$ cat src/rtl/fp_addsub_seq_ctrl.sv
// fp_addsub_seq_ctrl
//   Issue/return sequencer wrapped around an external fixed-latency FP add/sub
//   core. Operands are negative-zero normalised and presented to the core in
//   the accept cycle. A CORE_LAT-deep shift register tracks each request's
//   valid/tag/accumulate flag. The core result is captured when the entry
//   exits, and is published one edge later as a one-cycle finish pulse
//   (CORE_LAT+1 edges after the accept edge). An accumulate mode feeds the
//   last accumulate result back as operand b. A hold register gives a
//   controllable copy of the result.
//
// Ports
//   clk, rst                 clock, synchronous active-high reset
//   start/ready              request handshake (accept = start & ready)
//   a, b, op, tag_in         operands, 0=add/1=sub, request tag
//   acc_mode, acc_clear      use accumulator as b / zero the accumulator
//   core_a, core_b, core_op  to external core
//   core_res                 from external core, valid when the entry exits
//   result, finish, tag_out  registered result, 1-cycle valid, its tag
//   hold_en, iteration_reinitialization, held_out  hold register control/output
//   busy, in_flight          outstanding request status
module fp_addsub_seq_ctrl #(
    parameter  int EXP_W    = 8,
    parameter  int MAN_W    = 23,
    parameter  int CORE_LAT = 3,
    parameter  int TAG_W    = 4,
    localparam int W        = 1 + EXP_W + MAN_W,
    localparam int CNT_W    = $clog2(CORE_LAT + 2)
) (
    input  logic             clk,
    input  logic             rst,
    input  logic             start,
    output logic             ready,
    input  logic [W-1:0]     a,
    input  logic [W-1:0]     b,
    input  logic             op,
    input  logic [TAG_W-1:0] tag_in,
    input  logic             acc_mode,
    input  logic             acc_clear,
    output logic [W-1:0]     core_a,
    output logic [W-1:0]     core_b,
    output logic             core_op,
    input  logic [W-1:0]     core_res,
    output logic [W-1:0]     result,
    output logic             finish,
    output logic [TAG_W-1:0] tag_out,
    input  logic             hold_en,
    input  logic             iteration_reinitialization,
    output logic [W-1:0]     held_out,
    output logic             busy,
    output logic [CNT_W-1:0] in_flight
);

    // -0 (sign set, everything else zero) is folded onto +0
    function automatic logic [W-1:0] nz(input logic [W-1:0] x);
        return (x[W-2:0] == '0) ? '0 : x;
    endfunction

    logic [CORE_LAT-1:0]            vld_pipe;
    logic [CORE_LAT-1:0]            acc_pipe;
    logic [CORE_LAT-1:0][TAG_W-1:0] tag_pipe;

    // return stage: core result captured as its entry leaves the pipe
    logic             ret_vld;
    logic             ret_acc;
    logic [TAG_W-1:0] ret_tag;
    logic [W-1:0]     ret_res;

    logic [W-1:0]     acc_q;
    logic [W-1:0]     hold_reg;
    logic             accept;

    // accumulate requests depend on the previous result, so they wait for an
    // empty pipe; plain requests stream one per cycle
    assign ready    = !rst && (acc_mode ? (in_flight == '0) : 1'b1);
    assign accept   = start && ready;

    assign core_a   = nz(a);
    assign core_b   = acc_mode ? acc_q : nz(b);
    assign core_op  = op;

    assign busy     = (in_flight != '0);
    assign held_out = hold_en ? result : hold_reg;

    always_ff @(posedge clk) begin
        if (rst) begin
            vld_pipe  <= '0;
            acc_pipe  <= '0;
            tag_pipe  <= '0;
            ret_vld   <= 1'b0;
            ret_acc   <= 1'b0;
            ret_tag   <= '0;
            ret_res   <= '0;
            finish    <= 1'b0;
            result    <= '0;
            tag_out   <= '0;
            in_flight <= '0;
            acc_q     <= '0;
            hold_reg  <= '0;
        end else begin
            vld_pipe[0] <= accept;
            acc_pipe[0] <= acc_mode;
            tag_pipe[0] <= tag_in;
            for (int i = 1; i < CORE_LAT; i++) begin
                vld_pipe[i] <= vld_pipe[i-1];
                acc_pipe[i] <= acc_pipe[i-1];
                tag_pipe[i] <= tag_pipe[i-1];
            end

            ret_vld <= vld_pipe[CORE_LAT-1];
            if (vld_pipe[CORE_LAT-1]) begin
                ret_acc <= acc_pipe[CORE_LAT-1];
                ret_tag <= tag_pipe[CORE_LAT-1];
                ret_res <= nz(core_res);
            end

            finish <= ret_vld;
            if (ret_vld) begin
                result  <= ret_res;
                tag_out <= ret_tag;
            end

            // count drops on the edge that raises finish
            case ({accept, ret_vld})
                2'b10:   in_flight <= in_flight + CNT_W'(1);
                2'b01:   in_flight <= in_flight - CNT_W'(1);
                default: in_flight <= in_flight;
            endcase

            if (acc_clear)
                acc_q <= '0;
            else if (ret_vld && ret_acc)
                acc_q <= ret_res;

            if (hold_en)
                hold_reg <= result;
            else if (!iteration_reinitialization)
                hold_reg <= '0;
        end
    end

endmodule

$ cat config.mk
export PLATFORM = sky130hd
export DESIGN_NAME = fp_addsub_seq_ctrl
export DESIGN_NICKNAME = d
export VERILOG_FILES = /design/src/rtl/fp_addsub_seq_ctrl.sv
export SDC_FILE = /design/constraint.sdc
export NUM_CORES = 1
export LEC_CHECK = 0
export ABC_AREA = 1
export BUFFER_PORTS_ARGS = -buffer_cell sky130_fd_sc_hd__buf_2
export CORE_ASPECT_RATIO = 1.1
export CORE_MARGIN = 5
export CORE_UTILIZATION = 49
export CTS_CLUSTER_DIAMETER = 200
export DETAILED_ROUTE_END_ITERATION = 7
export GPL_ROUTABILITY_DRIVEN = 0
export GPL_TIMING_DRIVEN = 0
export PLACE_DENSITY = 0.91
export SLEW_MARGIN = 20
export SYNTH_ARGS = -nofsm -noshare
export SYNTH_HDL_FRONTEND = slang
export SYNTH_SLANG_ARGS = --single-unit
$ cat constraint.sdc
create_clock -name clk -period 2.7 [get_ports clk]
set_clock_uncertainty 0.2 [all_clocks]
set_input_delay 0.54 -clock clk [delete_from_list [all_inputs] [get_ports clk]]
set_output_delay 0.54 -clock clk [all_outputs]
set_load 0.005 [all_outputs]
==> impl_metrics.env <==
export IMPL_remaining_drc_errors=0
export IMPL_remaining_overflow_grt=0
export IMPL_yosys_area_share_simple_pct=22.8
export IMPL_leakagePower_nw=4.10
export IMPL_detail_route_first_pass_iterations=5
export IMPL_cts_root_buf="clkbuf_16"
export IMPL_cell_with_the_most_instances_after_synthesis="nor2_1"
export IMPL_worstReg2RegStart="in_flight[1]$_SDFFE_PP0P_"
export IMPL_max_freq_ghz=0.419
export IMPL_crit_path_max_fanout=10
export IMPL_boundaryPins=247
export IMPL_finalCriticalPeriod_ps=2380
export IMPL_ys_seq_elements=160
export IMPL_critical_path_data_required_time_ps=1960
export IMPL_ctsLongestPathBuffers=2
export IMPL_worst_setup_slack_post_dpl_ps=137
export IMPL_clk_latency_ps=420
export IMPL_rsz0062_at_grt="no"
export IMPL_ys_top_cells_by_count="nor2_1 (199), nand2_1 (178), dfxtp_1 (160), o21ai_0 (132), inv_1 (88)"
export IMPL_fin_nets=1319
export IMPL_synth_sequential_area_ratio_pct=47.9
export IMPL_initial_utilization_pct=50.2
export IMPL_net_count_synth=1058
export IMPL_synth_compound_gate_area_share_pct=17.6
export IMPL_grt_antenna_before_repair=3
export IMPL_critical_path_cell_chain="clkbuf_1 -> clkbuf_1 -> o21ai_0 -> buf_2"
export IMPL_postSynth_topFlopCell="dfxtp_1"
export IMPL_numPortBuffers=242
export IMPL_synthMuxAreaShare_pct=0
export IMPL_setup_worst_path_class="primary input to primary output"
export IMPL_hold_path_class="primary input to flop"
export IMPL_netlist_top_cells_area="dfxtp_1 (48%), nor2_1 (11%), nand2_1 (10%), o21ai_0 (9.9%), inv_1 (4.9%)"
export IMPL_detail_route_antenna_nets=0
export IMPL_post_synth_fa_ha_maj_area_fraction_pct=0.487
export IMPL_yosysWarningCount=0
export IMPL_ctsResizeCount=0
export IMPL_syn_cell_area_um2=6690
export IMPL_synth_top_family_by_area="simple AND/OR/NAND/NOR gates"
export IMPL_synth_largest_type_area_fraction_pct=47.9
export IMPL_start_point_of_the_worst_min_delay_path="tag_in[1]"
export IMPL_synth_edff_count=0
export IMPL_wl_per_cell_um=14.7
export IMPL_die_h_um=133
export IMPL_report_final_hold_viol_count=0
export IMPL_grt_pass1_vias=6939
export IMPL_fp_coreArea_um2=13300
export IMPL_setup_worst_path_start="acc_mode"
export IMPL_relSlewSlack_pct=62.8
export IMPL_syn_avg_cell_area_um2=7.05
export IMPL_final_max_slew_violation_count=0
export IMPL_endpoint_kind="primary output"
export IMPL_fin_tns_setup_ps=0
export IMPL_synth_largest_area_cell="dfxtp_1"
export IMPL_transition_time_of_the_tightest_slew_check_pin_ps=558
export IMPL_via_per_inst=4.98
export IMPL_timing_max_cap_violations=0
export IMPL_cp_start_kind="primary input"
export IMPL_n_fill_cell=1142
export IMPL_async_flop_share_pct=0
export IMPL_setup_viol=0
export IMPL_dp_final_hpwl_mm=16.0
export IMPL_synth_cell_types=23
export IMPL_cts_hold_buf=0
export IMPL_drt_total_wl_mm=20.7
export IMPL_layout_drive_gt1_share_pct=27.8
export IMPL_parity_gate_share_of_the_synthesized_area_counting_xor_and_xnor_cells_pct=0
export IMPL_globalRouteTotalUtil_pct=25.3
export IMPL_period_share_pct=88.3
export IMPL_power_ir_vdd_worst_v=0.000574
export IMPL_p_per_area_nw_per_um2=629
export IMPL_num_vias=7003
export IMPL_htreeDepth=4
export IMPL_cts_post_setup_buffers_inserted=0
export IMPL_critical_path_top_cell_by_count="clkbuf_1"
export IMPL_outcome="completed"
export IMPL_drt_initial_drc_count=583
export IMPL_clkSinkCount=160
export IMPL_grt_pass1_wl_mm=32.9
export IMPL_cpMaxStageDelayCell="clkbuf_1"
export IMPL_insertedDiodeCount=0
export IMPL_fp_row_count=44
export IMPL_fp_dieArea_um2=16100
export IMPL_synth_cells=948
export IMPL_chipWidth_um=121
export IMPL_critPathMaxStageDelay_ps=430
export IMPL_layout_area_overhead_vs_synth_pct=31.2
export IMPL_maximum_number_of_pins_on_one_net_before_global_route_repair=17
export IMPL_final_setup_worst_slack_ps=315
export IMPL_register_clock_pin_slew_on_the_reported_worst_setup_and_hold_paths_ps=60
export IMPL_worstPathArrival_ps=1640
export IMPL_cts_buf_count=17
export IMPL_tritoncts="yes"
[per-layer routing]
| layer | wire length (um) | share of wire (%) | GRT usage [%] |
|---|---|---|---|
| met2 | 10100 | 49 | 43.1 |
| met3 | 1560 | 7.5 | 6.83 |
| met5 | 34 | 0.16 | 0 |
| met1 | 8710 | 42 | 31.8 |
| met4 | 359 | 1.7 | 6.16 |
[per-stage QoR]
stage          area (um2)  total power [W]  hold WS, ps  util (%)  std cells
2_1_floorplan        6690          0.00270          188         -        948
3_3_place_gp         8130          0.00292          190      61.0       1374
3_5_place_dp         8130          0.00293          194      61.0       1374
4_1_cts              8770          0.00552          114      65.9       1406
5_1_grt              8770          0.00568          142      65.9       1406
6_report             8770          0.00552          120      65.9       1406
[cells by family (layout without fill, tap and decap cells)]
family | after synthesis | after routing
buf+inv | 179 | 453
compound gates | 212 | 212
flops | 160 | 160
fa+ha+maj | 2 | 2
simple gates | 395 | 395
[worst max-delay path, delay by kind of cell]
| kind | cells | cell delay [ps] |
|---|---|---|
| buffers and inverters | 3 | 930 |
| AOI/OAI and AO/OA | 1 | 170 |
[area by class of cell]
class / count / area [um2] / area share [%]
multi-input cells: 609 / 2730 / 31.1
well taps: 184 / 230 / 2.62
inverters: 92 / 345 / 3.94
repair buffers: 242 / 1210 / 13.8
clock buffers: 22 / 464 / 5.29
plain buffers: 87 / 405 / 4.62
flip-flops and latches: 160 / 3200 / 36.5
clock inverters: 10 / 181 / 2.07
[cells in the final DEF (no fill, tap or decap)]
cell | synthesis | final
or2_1 | 1 | 1
clkbuf_1 | 53 | 56
buf_6 | 5 | 5
dfxtp_1 | 160 | 160
bufinv_16 | 0 | 5
ha_1 | 1 | 1
buf_4 | 2 | 2
o21ai_0 | 132 | 132
nor3_1 | 1 | 1
nand2_1 | 178 | 178
inv_1 | 88 | 88
nand4_1 | 7 | 7
a21oi_1 | 41 | 41
buf_2 | 27 | 269
clkinv_2 | 0 | 3
o21ai_1 | 9 | 9
clkbuf_16 | 0 | 17
nand2_2 | 1 | 1
a21oi_2 | 30 | 30
clkbuf_8 | 0 | 2
fa_1 | 1 | 1
inv_2 | 3 | 3
nor2_4 | 1 | 1
clkinvlp_4 | 0 | 1
clkinv_1 | 1 | 1
nand3_1 | 4 | 4
nor4_1 | 3 | 3
inv_6 | 0 | 1
nor2_1 | 199 | 199
[path summary, 6_finish.rpt]
| check | endpoint | slack [ps] | depth (start not counted) |
|---|---|---|---|
| setup reg to reg | in_flight[2]$_SDFFE_PP0P_ | 560 | 11 |
| setup / recovery | core_b[15] | 320 | 4 |
| hold reg to reg | vld_pipe[1]$_SDFF_PP0_ | 200 | 2 |
| hold / removal | tag_pipe[1]$_SDFF_PP0_ | 120 | 3 |
[power breakdown]
part | internal [W] | total [W] | switching [W] | leakage, nW
clock network | 0.00169 | 0.00263 | 0.000938 | 0.314
registers | 0.00241 | 0.00245 | 0.0000369 | 1.30
logic | 0.000183 | 0.000440 | 0.000257 | 2.49
No activity file was read; power rests on OpenSTA's default activity.
